## config.mk

```make
export PLATFORM = sky130hd
export DESIGN_NAME = avalon_monitor
export DESIGN_NICKNAME = d
export VERILOG_FILES = /design/src/rtl/avalon_mon_pkg.sv /design/src/rtl/avalon_pending_tracker.sv /design/src/rtl/avalon_monitor.sv
export SDC_FILE = /design/constraint.sdc
export NUM_CORES = 1
export LEC_CHECK = 0
export ABC_AREA = 1
export CAP_MARGIN = 30
export CORE_AREA = 2 2 80 82
export DETAILED_ROUTE_END_ITERATION = 12
export DIE_AREA = 0 0 82 84
export GPL_TIMING_DRIVEN = 1
export PLACE_DENSITY = 0.78
export SETUP_SLACK_MARGIN = 0.2
export SKIP_LAST_GASP = 1
export SLEW_MARGIN = 20
export SYNTH_ARGS = -nofsm -noshare
export SYNTH_HDL_FRONTEND = slang
export SYNTH_SLANG_ARGS = --single-unit
```

## constraint.sdc

```tcl
create_clock -name clk -period 2.05 [get_ports clk]
set_input_delay 0.205 -clock clk [delete_from_list [all_inputs] [get_ports clk]]
set_output_delay 0.205 -clock clk [all_outputs]
set_load 0.005 [all_outputs]
```

## src/rtl/avalon_mon_pkg.sv

```systemverilog
// Shared types, error indices and small helpers for the passive Avalon bus monitor.
package avalon_mon_pkg;

  typedef enum logic [2:0] {
    MODE_WAITREQ    = 3'd0,
    MODE_FIXED_WAIT = 3'd1,
    MODE_PIPE_VAR   = 3'd2,
    MODE_PIPE_FIXED = 3'd3,
    MODE_BURST      = 3'd4
  } avalon_mode_e;

  localparam int E0 = 0;
  localparam int E1 = 1;
  localparam int E2 = 2;
  localparam int E3 = 3;
  localparam int E4 = 4;
  localparam int NUM_ERR = 5;

  typedef enum logic {
    ST_IDLE   = 1'b0,
    ST_WBURST = 1'b1
  } burst_state_e;

  function automatic bit mode_is(input int mode, input avalon_mode_e m);
    return mode == int'(m);
  endfunction

  function automatic bit mode_tracks_pending(input int mode);
    return (mode >= int'(MODE_PIPE_VAR)) && (mode <= int'(MODE_BURST));
  endfunction

  // Returns {violation, next hold count}; a count of zero means no request in flight.
  function automatic logic [8:0] hold_step(input logic req, input logic addr_chg,
                                           input logic [7:0] cnt, input logic [7:0] hold_len);
    logic       viol;
    logic [7:0] nxt;
    viol = (cnt != 8'd0) && (!req || addr_chg);
    nxt  = (viol ? 8'd0 : cnt) + 8'd1;
    if (!req || (nxt >= hold_len)) begin
      return {viol, 8'd0};
    end else begin
      return {viol, nxt};
    end
  endfunction

endpackage

```

## src/rtl/avalon_pending_tracker.sv

```systemverilog
// Outstanding read-beat accounting: pending count, underflow, overflow and
// fixed-latency strobe checking.
module avalon_pending_tracker
  import avalon_mon_pkg::*;
#(
  parameter int AVALONMODE = 2,
  parameter int FIXEDDELAY = 2,
  parameter int MAXPENDING = 8,
  parameter int PW         = $clog2(MAXPENDING + 1)
) (
  input  logic          clk,
  input  logic          rst,
  input  logic          rd_acc_i,
  input  logic [7:0]    add_i,
  input  logic          rdv_i,
  output logic [PW-1:0] pending_o,
  output logic          e2_o,
  output logic          e3_o,
  output logic          e4_o
);

  localparam bit ENABLE = mode_tracks_pending(AVALONMODE);
  localparam bit FIXED  = mode_is(AVALONMODE, MODE_PIPE_FIXED);
  localparam int SW     = PW + 9;

  logic [PW-1:0]         pending_q, pending_d;
  logic [FIXEDDELAY-1:0] shift_q, shift_d;
  logic [SW-1:0]         net_s;

  // Net pending change, saturation, and the per-read expected-strobe history.
  always_comb begin
    net_s = SW'(pending_q) + (rd_acc_i ? SW'(add_i) : '0);
    if (rdv_i && (pending_q != '0)) begin
      net_s = net_s - SW'(1'b1);
    end else begin
      net_s = net_s;
    end
    e2_o = ENABLE && rdv_i && (pending_q == '0);
    e4_o = ENABLE && (net_s > SW'(MAXPENDING));
    if (!ENABLE) begin
      pending_d = '0;
    end else if (e4_o) begin
      pending_d = PW'(MAXPENDING);
    end else begin
      pending_d = PW'(net_s);
    end
    if (FIXED) begin
      shift_d = (shift_q << 1) | FIXEDDELAY'(rd_acc_i);
    end else begin
      shift_d = '0;
    end
    e3_o = FIXED && (rdv_i != shift_q[FIXEDDELAY-1]);
  end

  // Tracker state registers.
  always_ff @(posedge clk) begin
    if (rst) begin
      pending_q <= '0;
      shift_q   <= '0;
    end else begin
      pending_q <= pending_d;
      shift_q   <= shift_d;
    end
  end

  assign pending_o = pending_q;

endmodule

```

## src/rtl/avalon_monitor.sv

```systemverilog
// Passive Avalon-MM protocol monitor: sticky error flags E0..E4, a saturating
// violation-cycle counter, read-beat accounting and write-burst tracking.
module avalon_monitor
  import avalon_mon_pkg::*;
#(
  parameter int AVALONMODE  = 0,
  parameter int NBDATABYTES = 2,
  parameter int NBADDRBITS  = 8,
  parameter int WRITEDELAY  = 2,
  parameter int READDELAY   = 1,
  parameter int FIXEDDELAY  = 2,
  parameter int MAXPENDING  = 8,
  parameter int CNTWIDTH    = 16
) (
  input  logic                               clk,
  input  logic                               rst,
  input  logic [NBADDRBITS-1:0]              address,
  input  logic [NBDATABYTES-1:0]             byteenable,
  input  logic [8*NBDATABYTES-1:0]           readdata,
  input  logic [8*NBDATABYTES-1:0]           writedata,
  input  logic                               read,
  input  logic                               write,
  input  logic                               waitrequest,
  input  logic                               readdatavalid,
  input  logic [7:0]                         burstcount,
  input  logic                               beginbursttransfer,
  input  logic                               clear_i,
  output logic [4:0]                         err_o,
  output logic [CNTWIDTH-1:0]                err_count_o,
  output logic [$clog2(MAXPENDING+1)-1:0]    pending_o,
  output logic [7:0]                         burst_remaining_o
);

  localparam int         PW            = $clog2(MAXPENDING + 1);
  localparam int         DW            = 8 * NBDATABYTES;
  localparam bit         IS_FIXED_WAIT = mode_is(AVALONMODE, MODE_FIXED_WAIT);
  localparam bit         IS_BURST      = mode_is(AVALONMODE, MODE_BURST);
  localparam logic [7:0] RD_HOLD       = 8'(READDELAY + 1);
  localparam logic [7:0] WR_HOLD       = 8'(WRITEDELAY + 1);

  logic                   rd_acc_s, wr_acc_s, e1_stall_s;
  logic                   prev_stall_q, prev_stall_d;
  logic                   prev_read_q, prev_read_d;
  logic                   prev_write_q, prev_write_d;
  logic [NBADDRBITS-1:0]  prev_address_q, prev_address_d;
  logic [NBDATABYTES-1:0] prev_byteenable_q, prev_byteenable_d;
  logic [DW-1:0]          prev_writedata_q, prev_writedata_d;
  logic [7:0]             prev_burstcount_q, prev_burstcount_d;
  logic [7:0]             rd_hold_q, rd_hold_d, wr_hold_q, wr_hold_d;
  logic [NBADDRBITS-1:0]  rd_addr_q, rd_addr_d, wr_addr_q, wr_addr_d;
  logic [8:0]             rd_step_s, wr_step_s;
  burst_state_e           state_q, state_d;
  logic [7:0]             remaining_q, remaining_d;
  logic                   burst_err_s, e2_s, e3_s, e4_pend_s;
  logic [NUM_ERR-1:0]     err_now_s, err_q, err_d;
  logic [CNTWIDTH-1:0]    count_q, count_d;
  logic                   unused_readdata;

  assign unused_readdata = ^readdata;

  // Handshake decode and the previous-cycle snapshot used by the stall-stability check.
  always_comb begin
    rd_acc_s          = read & ~waitrequest;
    wr_acc_s          = write & ~waitrequest;
    prev_stall_d      = (read | write) & waitrequest;
    prev_read_d       = read;
    prev_write_d      = write;
    prev_address_d    = address;
    prev_byteenable_d = byteenable;
    prev_writedata_d  = writedata;
    prev_burstcount_d = burstcount;
    e1_stall_s = prev_stall_q &&
                 ((read != prev_read_q) || (write != prev_write_q) ||
                  (address != prev_address_q) || (byteenable != prev_byteenable_q) ||
                  (writedata != prev_writedata_q) || (burstcount != prev_burstcount_q));
  end

  // Fixed-wait mode: a request must hold its address for the whole wait window.
  always_comb begin
    rd_step_s = hold_step(read, address != rd_addr_q, rd_hold_q, RD_HOLD);
    wr_step_s = hold_step(write, address != wr_addr_q, wr_hold_q, WR_HOLD);
    if (IS_FIXED_WAIT) begin
      rd_hold_d = rd_step_s[7:0];
      wr_hold_d = wr_step_s[7:0];
      rd_addr_d = read ? address : rd_addr_q;
      wr_addr_d = write ? address : wr_addr_q;
    end else begin
      rd_hold_d = 8'd0;
      wr_hold_d = 8'd0;
      rd_addr_d = '0;
      wr_addr_d = '0;
    end
  end

  // Write-burst tracking: beat countdown and reads that intrude on a burst.
  always_comb begin
    state_d     = state_q;
    remaining_d = remaining_q;
    burst_err_s = 1'b0;
    if (IS_BURST) begin
      case (state_q)
        ST_IDLE: begin
          if (wr_acc_s && beginbursttransfer) begin
            if (burstcount == 8'd0) begin
              burst_err_s = 1'b1;
            end else if (burstcount == 8'd1) begin
              remaining_d = 8'd0;
            end else begin
              state_d     = ST_WBURST;
              remaining_d = burstcount - 8'd1;
            end
          end else begin
            remaining_d = 8'd0;
          end
        end
        ST_WBURST: begin
          burst_err_s = rd_acc_s;
          if (wr_acc_s) begin
            remaining_d = remaining_q - 8'd1;
            state_d     = (remaining_q == 8'd1) ? ST_IDLE : ST_WBURST;
          end else begin
            remaining_d = remaining_q;
          end
        end
        default: begin
          state_d     = ST_IDLE;
          remaining_d = 8'd0;
        end
      endcase
    end else begin
      state_d     = ST_IDLE;
      remaining_d = 8'd0;
    end
  end

  avalon_pending_tracker #(
    .AVALONMODE (AVALONMODE),
    .FIXEDDELAY (FIXEDDELAY),
    .MAXPENDING (MAXPENDING),
    .PW         (PW)
  ) u_pending (
    .clk       (clk),
    .rst       (rst),
    .rd_acc_i  (rd_acc_s),
    .add_i     (IS_BURST ? burstcount : 8'd1),
    .rdv_i     (readdatavalid),
    .pending_o (pending_o),
    .e2_o      (e2_s),
    .e3_o      (e3_s),
    .e4_o      (e4_pend_s)
  );

  // Collect this cycle's violations; a same-cycle violation outranks clear_i.
  always_comb begin
    err_now_s     = '0;
    err_now_s[E0] = read & write;
    if (IS_FIXED_WAIT) begin
      err_now_s[E1] = rd_step_s[8] | wr_step_s[8];
    end else begin
      err_now_s[E1] = e1_stall_s;
    end
    err_now_s[E2] = e2_s;
    err_now_s[E3] = e3_s;
    err_now_s[E4] = e4_pend_s | burst_err_s;
    if (clear_i) begin
      err_d   = err_now_s;
      count_d = (err_now_s != '0) ? CNTWIDTH'(1'b1) : '0;
    end else if ((err_now_s != '0) && (count_q != {CNTWIDTH{1'b1}})) begin
      err_d   = err_q | err_now_s;
      count_d = count_q + CNTWIDTH'(1'b1);
    end else begin
      err_d   = err_q | err_now_s;
      count_d = count_q;
    end
  end

  // Monitor state registers.
  always_ff @(posedge clk) begin
    if (rst) begin
      prev_stall_q      <= 1'b0;
      prev_read_q       <= 1'b0;
      prev_write_q      <= 1'b0;
      prev_address_q    <= '0;
      prev_byteenable_q <= '0;
      prev_writedata_q  <= '0;
      prev_burstcount_q <= 8'd0;
      rd_hold_q         <= 8'd0;
      wr_hold_q         <= 8'd0;
      rd_addr_q         <= '0;
      wr_addr_q         <= '0;
      state_q           <= ST_IDLE;
      remaining_q       <= 8'd0;
      err_q             <= '0;
      count_q           <= '0;
    end else begin
      prev_stall_q      <= prev_stall_d;
      prev_read_q       <= prev_read_d;
      prev_write_q      <= prev_write_d;
      prev_address_q    <= prev_address_d;
      prev_byteenable_q <= prev_byteenable_d;
      prev_writedata_q  <= prev_writedata_d;
      prev_burstcount_q <= prev_burstcount_d;
      rd_hold_q         <= rd_hold_d;
      wr_hold_q         <= wr_hold_d;
      rd_addr_q         <= rd_addr_d;
      wr_addr_q         <= wr_addr_d;
      state_q           <= state_d;
      remaining_q       <= remaining_d;
      err_q             <= err_d;
      count_q           <= count_d;
    end
  end

  assign err_o             = err_q;
  assign err_count_o       = count_q;
  assign burst_remaining_o = remaining_q;

endmodule

```

# Yosys cells after proc, flatten, opt, wreduce, memory -nomap -nowiden
# Index checks and enable logic that the tools add are counted.
word_totals:
  reg_bits: 58
  wordCells: 36
  input_bits: 58
  output_inout_bits: 33
op_classes:
  n_reduce_logical: 10
  bitwise: 4
  mux: 4
  n_eq_ne: 7
  n_addsub: 1
op_table:
  columns: ["operator", "n"]
  rows:
  - ["$mux W16", 2]
  - ["$add A16 B1 Y16 const B", 1]
  - ["$ne A16 B16 Y1", 1]
  - ["$ne A16 B16 Y1 const B", 1]
  - ["$ne A8 B8 Y1", 2]
  - ["$logic_or A1 B1 Y1", 5]
  - ["$or A5 B2 Y5", 1]
  - ["$reduce_bool A5 Y1", 1]
  - ["$and A1 B1 Y1", 2]
  - ["$logic_and A1 B1 Y1", 2]
  - ["$mux W2", 1]
  - ["$ne A1 B1 Y1", 2]
  - ["$ne A2 B2 Y1", 1]
  - ["$reduce_bool A2 Y1", 1]
  - ["$reduce_or A2 Y1", 1]
  - ["$mux W1", 1]
  - ["$or A1 B1 Y1", 1]

# Depth between registers and ports, before layout
# Gate-level depths: netlist of run 1.
depth:
  depth_word: 11
  depth_mapped: 14
  depth_no_buf: 14

# Hierarchy
# A second synthesis of run 1 with hierarchy kept.
unflattened:
  hier_cells: 413
  area_unflattened_um2: 2829.0
modules_own_cells:
  columns: ["mod", "cells_per_inst", "area_per_inst_um2", "instances", "seq_area_each_um2"]
  rows:
  - ["avalon_monitor", 405, 2772.7, 1, 1161.1]
  - ["avalon_pending_tracker", 8, 56.3, 1, 0.0]

# Least setup slack after synthesis of run 1
# OpenSTA, ideal clock, no wires.
synth_timing:
  path_kind: "register to register"
  start: "register count_q[0] (netlist: err_count_o[0])"
  end: "register count_q[15] (netlist: err_count_o[15])"
  setup_time_ns: 0.068
  synth_period_minus_slack_ns: 1.645
  setup_slack_ns: 0.405
  path_buffers: 1
  t_arrival_ns: 1.577
  path_stages_with_launch: 11
  required_ns: 1.982
  path_cell_list: "dfxtp_1 ha_1 nand3_2 nor2_2 nand2_2 nor2_8 nand4_4 nand2_4 buf_6 nand3_1 a21oi_2"
synth_between:
  elab_chain_len: 3
  elab_cells_between_ends: 6
  cone_classes: "1 x add/sub; 1 x eq/ne; 2 x mux; 2 x reduce/logical"
synth_lines:
  columns: ["element", "line", "source"]
  rows:
  - ["from (decl)", "avalon_monitor.sv:56", "logic [CNTWIDTH-1:0] count_q, count_d;"]
  - ["from (signal assigned)", "avalon_monitor.sv:210", "count_q <= count_d;"]
  - ["$add A16 B1 Y16 / $ne A16 B16 Y1 (equally long branches)", "avalon_monitor.sv:170, avalon_monitor.sv:168", null]
  - ["$mux W16 / $logic_and A1 B1 Y1 (equally long branches)", "avalon_monitor.sv:168", "end else if ((err_now_s != '0) && (count_q != {CNTWIDTH{1'b1}})) begin"]
  - ["$mux W16 / $reduce_bool A2 Y1 (equally long branches)", null, null]
# Several ways; a longest one is shown, not always the timed one. The select of a mux whose other input is x is not followed.
# A chain may end at the register's enable or synchronous reset.

# Worst setup path after layout of run 1
layout_timing:
  start: "register count_q[0] (netlist: err_count_o[0])"
  end: "register count_q[5] (netlist: err_count_o[5])"
# The elaborated chain is that of the path after synthesis.

==> results of run 1 <==
[flip-flops by register name (all words and copies together), names as in the netlist]
register / count
prev_burstcount_q: 8
prev_read_q: 1
prev_stall_q: 1
prev_write_q: 1
err_count_o: 16
err_o: 2
prev_byteenable_q: 2
prev_writedata_q: 16
prev_address_q: 8
[metrics by stage]
step / setup slack (ns) / hold WS [ns] / area, sq um / instances
after floorplan: 0.4049 / 0.3117 / 2715 / 374
after detailed placement: 0.01232 / 0.4663 / 3284 / 493
after global placement: 0.05805 / 0.4508 / 3284 / 493
after CTS: 0.2251 / 0.4338 / 3392 / 500
final: 0.3323 / 0.1624 / 3515 / 505
after global routing: 0.1878 / 0.1587 / 3515 / 505
[final cells by class]
cell class,instances,area [sq um]
clock buffer,5,68.82
inverter,61,229.0
multi-input combinational,237,1301
fill,564,2581
sequential,55,1106
timing repair buffer,68,675.6
tap,77,96.34
clock inverter,2,37.54
[repair_timing]
action,CTS,global route
setup endpoints to repair,13,15
resized for setup,1,25
pin swaps,0,6
endpoints found under the hold margin,0,0
setup buffers,0,5
hold buffers,0,0
[critical path, cell delays in order, from the launching register on]
cell     delay, ns
dfxtp_4       0.39
ha_4          0.15
nand3_2       0.11
nor2_4        0.14
nand2_4       0.08
nor2_8        0.13
nand4_4       0.14
nand2_4       0.13
buf_4         0.12
o21ai_0       0.08
a21oi_1       0.17
[power groups by stage]
stage / registers, uW / logic, uW / clock network (uW)
2_1_floorplan: 1160 / 180 / 0
3_3_place_gp: 1160 / 286 / 0
3_5_place_dp: 1160 / 294 / 0
4_1_cts: 1130 / 296 / 718
5_1_grt: 1140 / 342 / 759
6_report: 1140 / 305 / 692
[layout by cell type (no fill, tap or decap), types with 2 or more instances in the layout]
| master | Yosys | routed |
|---|---|---|
| nand2_1 | 70 | 69 |
| inv_1 | 59 | 58 |
| nor2_1 | 54 | 51 |
| a21oi_1 | 13 | 12 |
| clkdlybuf4s50_1 | 0 | 48 |
| inv_2 | 2 | 3 |
| nand4_1 | 6 | 6 |
| nand2_2 | 5 | 4 |
| xnor2_1 | 27 | 26 |
| or2_1 | 5 | 5 |
| nand2_4 | 1 | 3 |
| nand3_1 | 11 | 11 |
| a21oi_2 | 2 | 3 |
| xor2_1 | 2 | 2 |
| buf_4 | 15 | 11 |
| dfxtp_1 | 55 | 53 |
| nor2_4 | 1 | 2 |
| conb_1 | 1 | 15 |
| nand3_2 | 3 | 3 |
| nor2_2 | 2 | 4 |
| clkbuf_8 | 0 | 5 |
| o21ai_0 | 7 | 7 |
| dlymetal6s2s_1 | 0 | 9 |
| nor3_2 | 1 | 3 |
[per-layer routing]
metal  share of wire  wire, um
met5               0         0
met4           0.010        52
met3           0.061       317
met1            0.43      2244
met2            0.50      2607
[logic make-up (layout without fill, tap and decap cells)]
group           Yosys count  in the layout  share of synthesized area
fa+ha+maj                 1              1                   0.004698
simple gates            166            166                     0.2909
flops                    55             55                     0.4135
buf+inv                  82            136                     0.1396
compound gates           26             26                    0.05451
xor+xnor                 29             29                    0.09540
other cells               1             15                   0.001408
[final timing paths]
check / startpoint / endpoint / slack (ns) / cells past startpoint
worst max-delay path: err_count_o[0] / err_count_o[5] / 0.33 / 10
worst min-delay path: address[3] / prev_address_q[3] / 0.16 / 3
worst max register to register: err_count_o[0] / err_count_o[5] / 0.33 / 10
worst min register to register: err_o[0] / err_o[0] / 0.49 / 2
==> reports/qor.csv, run 1 <==
metric,value,unit
status,finished clean,
library cells used by synthesis,33,
Clock transition at path regs,0.10,ns
core area,0.006096,sq mm
# rows,29,
Initial Util,0.4368,
Max Slew Vio Count,0,
Worst EP arrival,1.94,ns
combinational power share,0.143,
Maximum Capacitance Violations,0,
routability congestion estimate,0.8351,
TritonCTS clock tree,done,
worst hold path type,input port to flip-flop,
CP Max Fanout,6,
pwr dens,606.5,mW/mm^2
Die Wd,82,um
final net count,487,
Net Sw Power,496.9,uW
I/O Buffers,57,
initial antenna violation count,0,
dpl hpwl,4046,um
gate count of the mapped netlist,360,
startpoint types,flip-flop,
share of the synthesized area in the top cell type,0.4135,
WL final,5222,um
P_int,1635,uW
CTS Buf Count,5,
Synth Register Bits,55,
Area Overhead vs Synth,32.00,%
ys flop type,dfxtp_1,
Ports,91,
Clock Sinks,55,
unrepaired setup endpoints after global routing,no,
Crit. End Element,flip-flop,
largest net degree at the start of global routing,26,
crit path time final,1.718,ns
Final Hold Fails,0,
fin util,0.5766,
switching share of total power,0.2331,
sequential power share,0.533,
most used routing layer,met2,
clock buffer depth,2,
VDD IR max,358.0,uV
Yosys top cell by area,dfxtp_1,
Rel. slew slack,0.6370,
YS warnings,0,
share of layout cells above drive strength 1,0.1192,
area of the mapped netlist,0.002663,sq mm
Root Buffer,clkbuf_8,
"Clk Latency, worst-skew pair",0.30,ns
Fmax achieved,582.2,MHz
Post-synth top cells,"nand2_1, inv_1, dfxtp_1",
sequential-to-total area share from yosys stat,0.4135,
Lkg Pwr,0.001629,uW
GR Util met3,0.03355,
Mapped Avg Cell Area,7.396,sq um
Fin Setup TNS,0,ns
Total Power,2131,uW
Die Ht,84,um
vias post-DR,2269,
Worst Tran Pin Value,0.5426,ns
H-tree levels,2,
most common cell in the synthesized netlist,nand2_1,
die area,0.006888,sq mm
clock network power share,0.324,
Ant. Diodes,0,
synth top area cells,"dfxtp_1, nand2_1, xnor2_1, inv_1, nor2_1",
vias per std cell,4.493,
crit share post-route,0.8379,
"Data required, critical path",2.27,ns
first-pass GRT wire length,8666,um
Setup Viol. Count Final,0,
asr flop ratio synth,0,
total congestion overflow,0,
Total GRT Usage,0.1565,
kind of critical path,flip-flop to flip-flop,
vias in the first global route,2168,
Post-synth EDFFs,0,
met2 Use GR,0.2860,
Worst Skew,0.008162,ns
DRC,0,
drt pass-1 iters,4,
Routed Antenna Nets,0,
met1 GRT Util,0.1791,
initial DRC count,96,
Routed WL per cell,10.34,um
Note: power is estimated with default switching activity, not from simulation.
==> run 2, diff against run 1 <==
--- a/config.mk
+++ b/config.mk
@@ -7,11 +7,11 @@
 export LEC_CHECK = 0
 export ABC_AREA = 1
 export CAP_MARGIN = 30
-export CORE_AREA = 2 2 80 82
+export CORE_AREA = 2 2 84 86
 export DETAILED_ROUTE_END_ITERATION = 12
-export DIE_AREA = 0 0 82 84
+export DIE_AREA = 0 0 86 88
 export GPL_TIMING_DRIVEN = 1
-export PLACE_DENSITY = 0.78
+export PLACE_DENSITY = 0.75
 export SETUP_SLACK_MARGIN = 0.2
 export SKIP_LAST_GASP = 1
 export SLEW_MARGIN = 20
==> constraint.sdc (replaced) <==
create_clock -name clk -period 1.4 [get_ports clk]
set_input_delay 0.14 -clock clk [delete_from_list [all_inputs] [get_ports clk]]
set_output_delay 0.14 -clock clk [all_outputs]
set_load 0.005 [all_outputs]
==> reports/qor.csv, run 2 (same netlist as run 1, synthesis figures left out) <==
metric,value,unit,change
Root Buffer,clkbuf_8,,
failing checks,negative setup slack,,
CTS Buf Count,5,,unchanged
Max Slew Vio Count,0,,unchanged
Clock transition at path regs,0.11,ns,about the same
register area,0.001134,sq mm,+2.5%
routability congestion estimate,0.8187,,-2.0%
drt pass-1 iters,4,,unchanged
Post-DP Area,0.003596,sq mm,+9.5%
dpl hpwl,4441,um,+9.7%
largest net degree at the start of global routing,21,,-19%
Worst Skew,0.01182,ns,+0.003657 ns
first-pass GRT wire length,9280,um,+7.1%
Lkg Pwr,0.001866,uW,+15%
Clock Sinks,55,,unchanged
Ports,91,,unchanged
vias per std cell,4.495,,about the same
Setup Viol. Count Final,16,,+16
H-tree levels,2,,unchanged
Die Wd,86,um,+4.9%
vias in the first global route,2193,,+1.2%
initial DRC count,65,,-32%
worst hold path type,input port to flip-flop,,
Fmax achieved,620.3,MHz,+6.5%
Ant. Diodes,0,,unchanged
status,finished with violations,,
worst path cell trace,"ha_4, nand3_4, nor2_4, nand2_4, nor2_8, nand2_4, nor3_4, o32ai_2, nor2_1, nand2_1, a21oi_2",,
CP top delay family,simple AND/OR/NAND/NOR gates,,
r2r setup slk,-0.21,ns,-0.54 ns
"commonest non-fill, non-tap cell in the layout",nand2_1,,
Final Hold Fails,0,,unchanged
WL final,5743,um,+10%
Placed Instances,533,,+8.1%
Maximum Capacitance Violations,0,,unchanged
Worst Hold Slack,0.3435,ns,+0.1811 ns
Total Power,3131,uW,+47%
"Clk Latency, worst-skew pair",0.32,ns,+0.02 ns
number of fill cells,626,,+11%
maximum single-stage delay on the critical path,0.38,ns,about the same
Area Overhead vs Synth,45.30,%,
core area,0.006644,sq mm,+9.0%
clock buffer depth,2,,unchanged
pre-CTS setup slack,-0.5434,ns,-0.5557 ns
Worst path slowest cell,dfxtp_4,,
die area,0.007568,sq mm,+9.9%
most frequent cell on the critical path,nand2_4,,
setup ws final,-0.2121,ns,-0.5444 ns
unrepaired setup endpoints after global routing,yes,,
startpoint types,flip-flop,,
CP Max Fanout,4,,-2
share of layout cells above drive strength 1,0.2430,,+0.1239
Crit. End Element,flip-flop,,
crit path time final,1.612,ns,-0.1056 ns
Routed Antenna Nets,0,,unchanged
"Data required, critical path",1.65,ns,-0.62 ns
Final Non-Filler Cells,545,,+7.9%
VDD IR max,404.3,uV,+13%
Final Cell Area,0.003869,sq mm,+10%
pwr dens,809.4,mW/mm^2,+33%
I/O Buffers,57,,unchanged
final net count,523,,+7.4%
total congestion overflow,0,,unchanged
Initial Util,0.4008,,-0.03603
Routed WL per cell,10.54,um,+1.9%
"commonest non-fill, non-tap cells in the layout","nand2_1, inv_1, nor2_1",,
DRC,0,,unchanged
initial antenna violation count,0,,unchanged
kind of critical path,flip-flop to flip-flop,,
Worst EP arrival,1.87,ns,-0.07 ns
Die Ht,88,um,+4.8%
TritonCTS clock tree,done,,
CP bufs+invs,0,,-1
count of hold-fix buffers inserted at cts,0,,unchanged
# rows,30,,+3.4%
area of the multi-input gates,0.001379,sq mm,+6.0%
Total GRT Usage,0.1554,,-0.001138
crit share post-route,1.152,,+0.3136
vias post-DR,2450,,+8.0%
## run 2: changes by cell type in the layout (fill, tap and decap cells not counted), moves of 3 or more
cell / before / now
buf_4: 11 / 45
clkdlybuf4s15_1: 0 / 11
clkdlybuf4s50_1: 48 / 39
dfxtp_1: 53 / 37
dfxtp_2: 1 / 14
dfxtp_4: 1 / 4
dlygate4sd2_1: 0 / 5
dlymetal6s2s_1: 9 / 1
nand2_1: 69 / 66
o21ai_0: 7 / 4
## run 2: final timing paths
check                       from         endpoint  cells after the start
setup reg to reg  err_count_o[0]  err_count_o[14]                     11
setup / recovery  err_count_o[0]  err_count_o[14]                     11
hold / removal       waitrequest     prev_stall_q                      2
hold reg to reg         err_o[0]         err_o[0]                      2
## run 2: report_power, final
part | internal, uW | leakage (uW) | switching [uW] | total (uW)
Combinational | 273 | 0.00135 | 221 | 495
Clock | 418 | 0.0000533 | 561 | 979
Sequential | 1620 | 0.000464 | 33.1 | 1660
## run 2: routing by layer
metal,track usage,routed length (um),part of all wire
met5,0,0,0
met4,0.05483,87,0.015
met3,0.04053,401,0.070
met2,0.2720,2830,0.49
met1,0.1842,2424,0.42
## run 2: layout make-up
class,count,area share
clock inverters,2,0.005175
inverters,61,0.05983
clock buffers,6,0.02135
well taps,80,0.02587
flip-flops and latches,55,0.2930
multi-input cells,237,0.3564
repair buffers,104,0.2384
## run 2: worst reg2reg max path, delay by kind of cell (launching register included)
| kind | cells | cell delay (ns) |
|---|---|---|
| AOI/OAI and AO/OA | 2 | 0.22 |
| adders and majority gates | 1 | 0.14 |
| DFF | 1 | 0.38 |
| and+or+nand+nor | 8 | 0.83 |
## run 2: stage by stage
step | utilization | TNS [ns]
2_1_floorplan | - | -2.130
3_3_place_gp | 0.5412 | -7.192
3_5_place_dp | 0.5412 | -7.814
4_1_cts | 0.5608 | -2.943
5_1_grt | 0.5823 | -4.784
6_report | 0.5823 | -2.578
## run 2: timing repair
item	4_1_cts	5_1_grt
buffers inserted	2	2
pin swaps	3	15
setup endpoints to repair	34	28
resized for setup	37	41
==> run 3, diff against run 2 <==
--- a/config.mk
+++ b/config.mk
@@ -6,11 +6,11 @@
 export NUM_CORES = 1
 export LEC_CHECK = 0
 export ABC_AREA = 1
-export CAP_MARGIN = 30
+export CAP_MARGIN = 0
 export CORE_AREA = 2 2 84 86
 export DETAILED_ROUTE_END_ITERATION = 12
 export DIE_AREA = 0 0 86 88
-export GPL_TIMING_DRIVEN = 1
+export GPL_TIMING_DRIVEN = 0
 export PLACE_DENSITY = 0.75
 export SETUP_SLACK_MARGIN = 0.2
 export SKIP_LAST_GASP = 1
==> reports/qor.csv, run 3 (same netlist as run 1, synthesis figures left out) <==
metric,value,unit,change
status,finished with violations,,
failing checks,negative setup slack,,
number of fill cells,599,,-4.3%
Final Hold Fails,0,,unchanged
share of layout cells above drive strength 1,0.2824,,+0.03937
Final Cell Area,0.004040,sq mm,+4.4%
Fin Setup TNS,-5.162,ns,-2.585 ns
"Clk Latency, worst-skew pair",0.31,ns,about the same
WL final,6339,um,+10%
Maximum Capacitance Violations,0,,unchanged
Initial Util,0.4008,,unchanged
"commonest non-fill, non-tap cells in the layout","nand2_1, inv_1, nor2_1",,
pwr dens,774.9,mW/mm^2,-4.3%
initial antenna violation count,0,,unchanged
met2 Use GR,0.2981,,+0.02607
Post-DP Area,0.003406,sq mm,-5.3%
Crit Reg-Reg Startpoint,err_count_o[1],,
CTS Buf Count,5,,unchanged
crit share post-route,1.302,,+0.1509
Lkg Pwr,0.001986,uW,+6.5%
die area,0.007568,sq mm,unchanged
Total Power,3131,uW,about the same
Root Buffer,clkbuf_8,,
Clock transition at path regs,0.10,ns,about the same
Crit. End Element,flip-flop,,
VDD IR max,518.5,uV,+28%
first-pass GRT wire length,9763,um,+5.2%
Clock Sinks,55,,unchanged
CP Max Fanout,9,,+5
Routed Antenna Nets,0,,unchanged
unrepaired setup endpoints after global routing,yes,,
final net count,529,,+1.1%
drt pass-1 iters,4,,unchanged
startpoint types,input port,,
Max Slew Vio Count,0,,unchanged
Setup Viol. Count Final,18,,+2
# rows,30,,unchanged
TritonCTS clock tree,done,,
maximum single-stage delay on the critical path,0.83,ns,+0.45 ns
Final Non-Filler Cells,551,,+1.1%
count of hold-fix buffers inserted at cts,0,,unchanged
GR Util met3,0.04241,,+0.001885
vias post-DR,2449,,-0.041%
r2r setup slk,-0.30,ns,-0.09 ns
routability congestion estimate,0.8079,,-1.3%
Total GRT Usage,0.1638,,+0.008413
DRC,0,,unchanged
worst setup path startpoint,clear_i,,
setup ws final,-0.4234,ns,-0.2113 ns
Area Overhead vs Synth,51.74,%,
Worst EP arrival,2.05,ns,+0.18 ns
Worst Tran Pin Value,1.003,ns,
Die Wd,86,um,unchanged
Reg2Reg Depth,11,,unchanged
initial DRC count,60,,-7.7%
crit path capture,err_count_o[10],,
R2R Path End,err_count_o[2],,
vias per std cell,4.445,,-1.1%
crit path time final,1.823,ns,+0.2113 ns
Worst path slowest cell,nor2_1,,
Placed Instances,510,,-4.3%
Worst Skew,0.008216,ns,-0.003603 ns
dpl hpwl,4168,um,-6.1%
clock buffer depth,2,,unchanged
Rel. slew slack,0.3291,,
Fmax achieved,548.4,MHz,-12%
H-tree levels,2,,unchanged
met1 GRT Util,0.1845,,+0.0002587
Routed WL per cell,11.50,um,+9.2%
worst path cell trace,"clkdlybuf4s50_1, nor2_1, inv_1, a21oi_1",,
kind of critical path,input port to flip-flop,,
vias in the first global route,2252,,+2.7%
largest net degree at the start of global routing,18,,-14%
Die Ht,88,um,unchanged
total congestion overflow,0,,unchanged
Ant. Diodes,0,,unchanged
"Data required, critical path",1.63,ns,-0.02 ns
fin util,0.6081,,+0.02580
Ports,91,,unchanged
most used routing layer,met2,,
I/O Buffers,56,,-1.8%
core area,0.006644,sq mm,unchanged
worst hold path type,input port to flip-flop,,
"commonest non-fill, non-tap cell in the layout",nand2_1,,
==> run 3: cell types whose count changed in the layout (fill, tap and decap cells not counted), moves of 6 or more <==
cell / before / now
dfxtp_1: 37 / 28
clkdlybuf4s15_1: 11 / 4
xnor2_1: 25 / 18
xnor2_2: 2 / 9
dfxtp_2: 14 / 20
==> run 3: critical path: cells and delay by family <==
family | cells | cell delay [ns]
AO/OA/AOI/OAI | 1 | 0.21
AND/OR/NAND/NOR | 1 | 0.83
buffers and inverters | 2 | 0.86
==> run 3: routing by layer <==
layer | routed length [um] | vias up
met3 | 414 | 11
met4 | 98 | 0
met5 | 0 | -
met1 | 2604 | 1088
met2 | 3222 | 75
li1 | - | 1275
==> run 3: where the power goes <==
| part | total [uW] | switching (uW) | internal, uW |
|---|---|---|---|
| Sequential | 1660 | 36.4 | 1620 |
| Combinational | 579 | 252 | 327 |
| Clock | 894 | 540 | 354 |
==> run 3: worst min-delay path by stage <==
stage                                      to  cells past startpoint         start  slack (ns)
final                     prev_writedata_q[3]                      3  writedata[3]        0.11
after floorplan             prev_address_q[1]                      2    address[1]        0.25
after CTS                         prev_read_q                      2           rst        0.21
after detailed placement             err_o[0]                      2      err_o[0]        0.46
after global routing        prev_address_q[3]                      3    address[3]        0.10
after global placement               err_o[0]                      2      err_o[0]        0.45
==> run 3: layout make-up <==
type                            instances  area [sq um]  area share
Tap cell                               80         100.1     0.02478
Inverter                               61         236.5     0.05853
Clock inverter                          3         18.77    0.004645
Multi-Input combinational cell        237          1453      0.3596
Clock buffer                            5         68.82     0.01703
Sequential cell                        55          1152      0.2852
Timing Repair Buffer                   89         864.6      0.2140
Buffer                                 21         146.4     0.03623
==> run 3: stage by stage <==
step                setup WS, ns  hold WS (ns)
finish                   -0.4234        0.1069
detailed placement       -0.5942        0.4630
floorplan                -0.1672        0.2467
CTS                      -0.2698        0.2050
global route             -0.4675        0.1032
global placement         -0.5658        0.4511
==> run 3: what timing repair did <==
| action | in CTS | in global routing |
|---|---|---|
| gates resized for setup | 59 | 46 |
| setup buffers | 23 | 9 |
| cloned | 1 | 0 |
| pin swaps | 13 | 39 |
| endpoints found under the setup margin | 35 | 26 |
==> edit 1: new RTL, flow settings as in run 1 <==
`NBADDRBITS`: 8 -> 7.
--- a/src/rtl/avalon_monitor.sv
+++ b/src/rtl/avalon_monitor.sv
@@ -7,3 +7,3 @@
   parameter int NBDATABYTES = 2,
-  parameter int NBADDRBITS  = 8,
+  parameter int NBADDRBITS  = 7,
   parameter int WRITEDELAY  = 2,
Ports: changed (resized address); port bits go from 91 to 90. The function was not compared with the original's and may differ.
==> edit 1 against run 1 <==
Total power increased by 0.32%. Via count grew 1.8%. Synthesized area fell by 2.7%. Worst setup slack got worse by 210 ps. Routed wire length is 10% higher. Design area increased by 3.2%. Synthesized cell count shrank 1.7%. Sequential cell count decreased by 1. First-iteration DRC count is 33% higher. Core utilization rose by 1.9 points. Non-clock buffer count up 16. Highest routed layer unchanged.
==> edit 1: results (changes against run 1) <==
{
  "run_status": {"value": "finished, final reports clean"},
  "place_congestion": {"value": 0.8470, "change": "+1.4%"},
  "hpwl": {"value": 3917, "unit": "um", "change": "-3.2%"},
  "ir_worst_vdd": {"value": 369.0, "unit": "uV", "change": "+3.1%"},
  "min_delay_path_depth": {"value": 2, "change": "-1"},
  "fin_skew": {"value": 10.53, "unit": "ps", "change": "+2.368 ps"},
  "cellInternalPower": {"value": 1.628, "unit": "mW", "change": "-0.39%"},
  "vias_in_the_first_global_route": {"value": 2217, "change": "+2.3%"},
  "cp_slowest_stage_delay": {"value": 360, "unit": "ps", "change": "-30 ps"},
  "data_arrival_time_of_the_critical_path": {"value": 2160, "unit": "ps", "change": "+220 ps"},
  "headroom_to_the_max_slew_limit": {"value": 50.51, "unit": "%", "change": "-13 points"},
  "placed_area": {"value": 3259, "unit": "um2", "change": "-0.76%"},
  "portBuffers": {"value": 56, "change": "-1.8%"},
  "netlist_top_cells_area": {"value": "dfxtp_1 (42%), xnor2_1 (11%), nand2_1 (10%)"},
  "cp_slowest_cell": {"value": "dfxtp_2"},
  "synth-compound-area-share": {"value": 4.638, "unit": "%", "change": "-0.81 points"},
  "rr_endpoint": {"value": "err_count_o[14]"},
  "post_synth_xor_area_fraction": {"value": 12.85, "unit": "%", "change": "+3.3 points"},
  "drt_iter0_drc": {"value": 128, "change": "+33%"},
  "detailedPlace.worstSlack": {"value": -16.44, "unit": "ps", "change": "-28.75 ps"},
  "critical_path_capture_point": {"value": "err_count_o[14]"},
  "layout_worst_path_cycle_share": {"value": 94.07, "unit": "%", "change": "+10 points"},
  "critPathMaxFanout": {"value": 5, "change": "-1"},
  "final_net_count": {"value": 496, "change": "+1.8%"},
  "min_delay_worst_endpoint": {"value": "prev_stall_q"},
  "drt-vias-per-instance": {"value": 4.475, "change": "-0.41%"},
  "synth_commonest_cells": {"value": "nand2_1 (71), nor2_1 (59), inv_1 (58), dfxtp_1 (54), xnor2_1 (32)"},
  "grt_pass1_wl": {"value": 9459, "unit": "um", "change": "+9.2%"},
  "drt-wirelength-per-cell": {"value": 11.17, "unit": "um", "change": "+8.0%"}
}
[edit 1: cell types whose count changed in the layout (fill, tap and decap cells not counted), sizes merged, moves of 5 or more]
cell	run 1	this run
buf	11	28
dlymetal6s2s	9	0
clkdlybuf4s50	48	56
or2	6	0
nand3	14	9
xnor2	27	32
[edit 1: through the flow]
stage	total power [mW]	util, %	instances
after global placement	1.427	53.47	492
after global routing	2.259	59.52	516
final	2.138	59.52	516
after floorplan	1.312	-	368
after detailed placement	1.435	53.47	492
after CTS	2.163	57.90	514
[edit 1: layout make-up]
cell class	instances	area, um2	area share, %
clock buffer	5	68.82	1.897
tap	77	96.34	2.655
multi-input combinational	233	1294	35.66
inverter	60	230.2	6.345
timing repair buffer	84	813.3	22.41
sequential	54	1086	29.93
clock inverter	3	40.04	1.103
[edit 1: power groups by stage]
stage,Combinational (mW),Clock (mW),Sequential (mW)
6_report,0.324,0.701,1.11
5_1_grt,0.362,0.779,1.12
4_1_cts,0.319,0.730,1.11
3_5_place_dp,0.299,0,1.14
3_3_place_gp,0.293,0,1.13
2_1_floorplan,0.179,0,1.13
[edit 1: per-layer routing]
metal	vias to the layer above	share of wire (%)	wire, um	GRT usage, %
met5	-	0	0	0
met4	0	0.54	31	5.303
met3	4	6.3	362	4.654
met2	77	53	3066	29.93
met1	1039	40	2301	20.32
li1	1189	-	-	-
[edit 1: worst max-delay path: cells and delay by family, from the launching register on]
family	cells	cell delay [ps]
and+or+nand+nor	10	980
DFF	1	360
buffers and inverters	2	200
adders and majority gates	1	150
AOI/OAI and AO/OA	1	150
[edit 1: repair_timing]
action | in CTS | in global routing
buffers inserted | 13 | 2
resized for setup | 16 | 27
pin swaps | 9 | 15
gates cloned | 1 | 0
setup endpoints to repair | 16 | 16
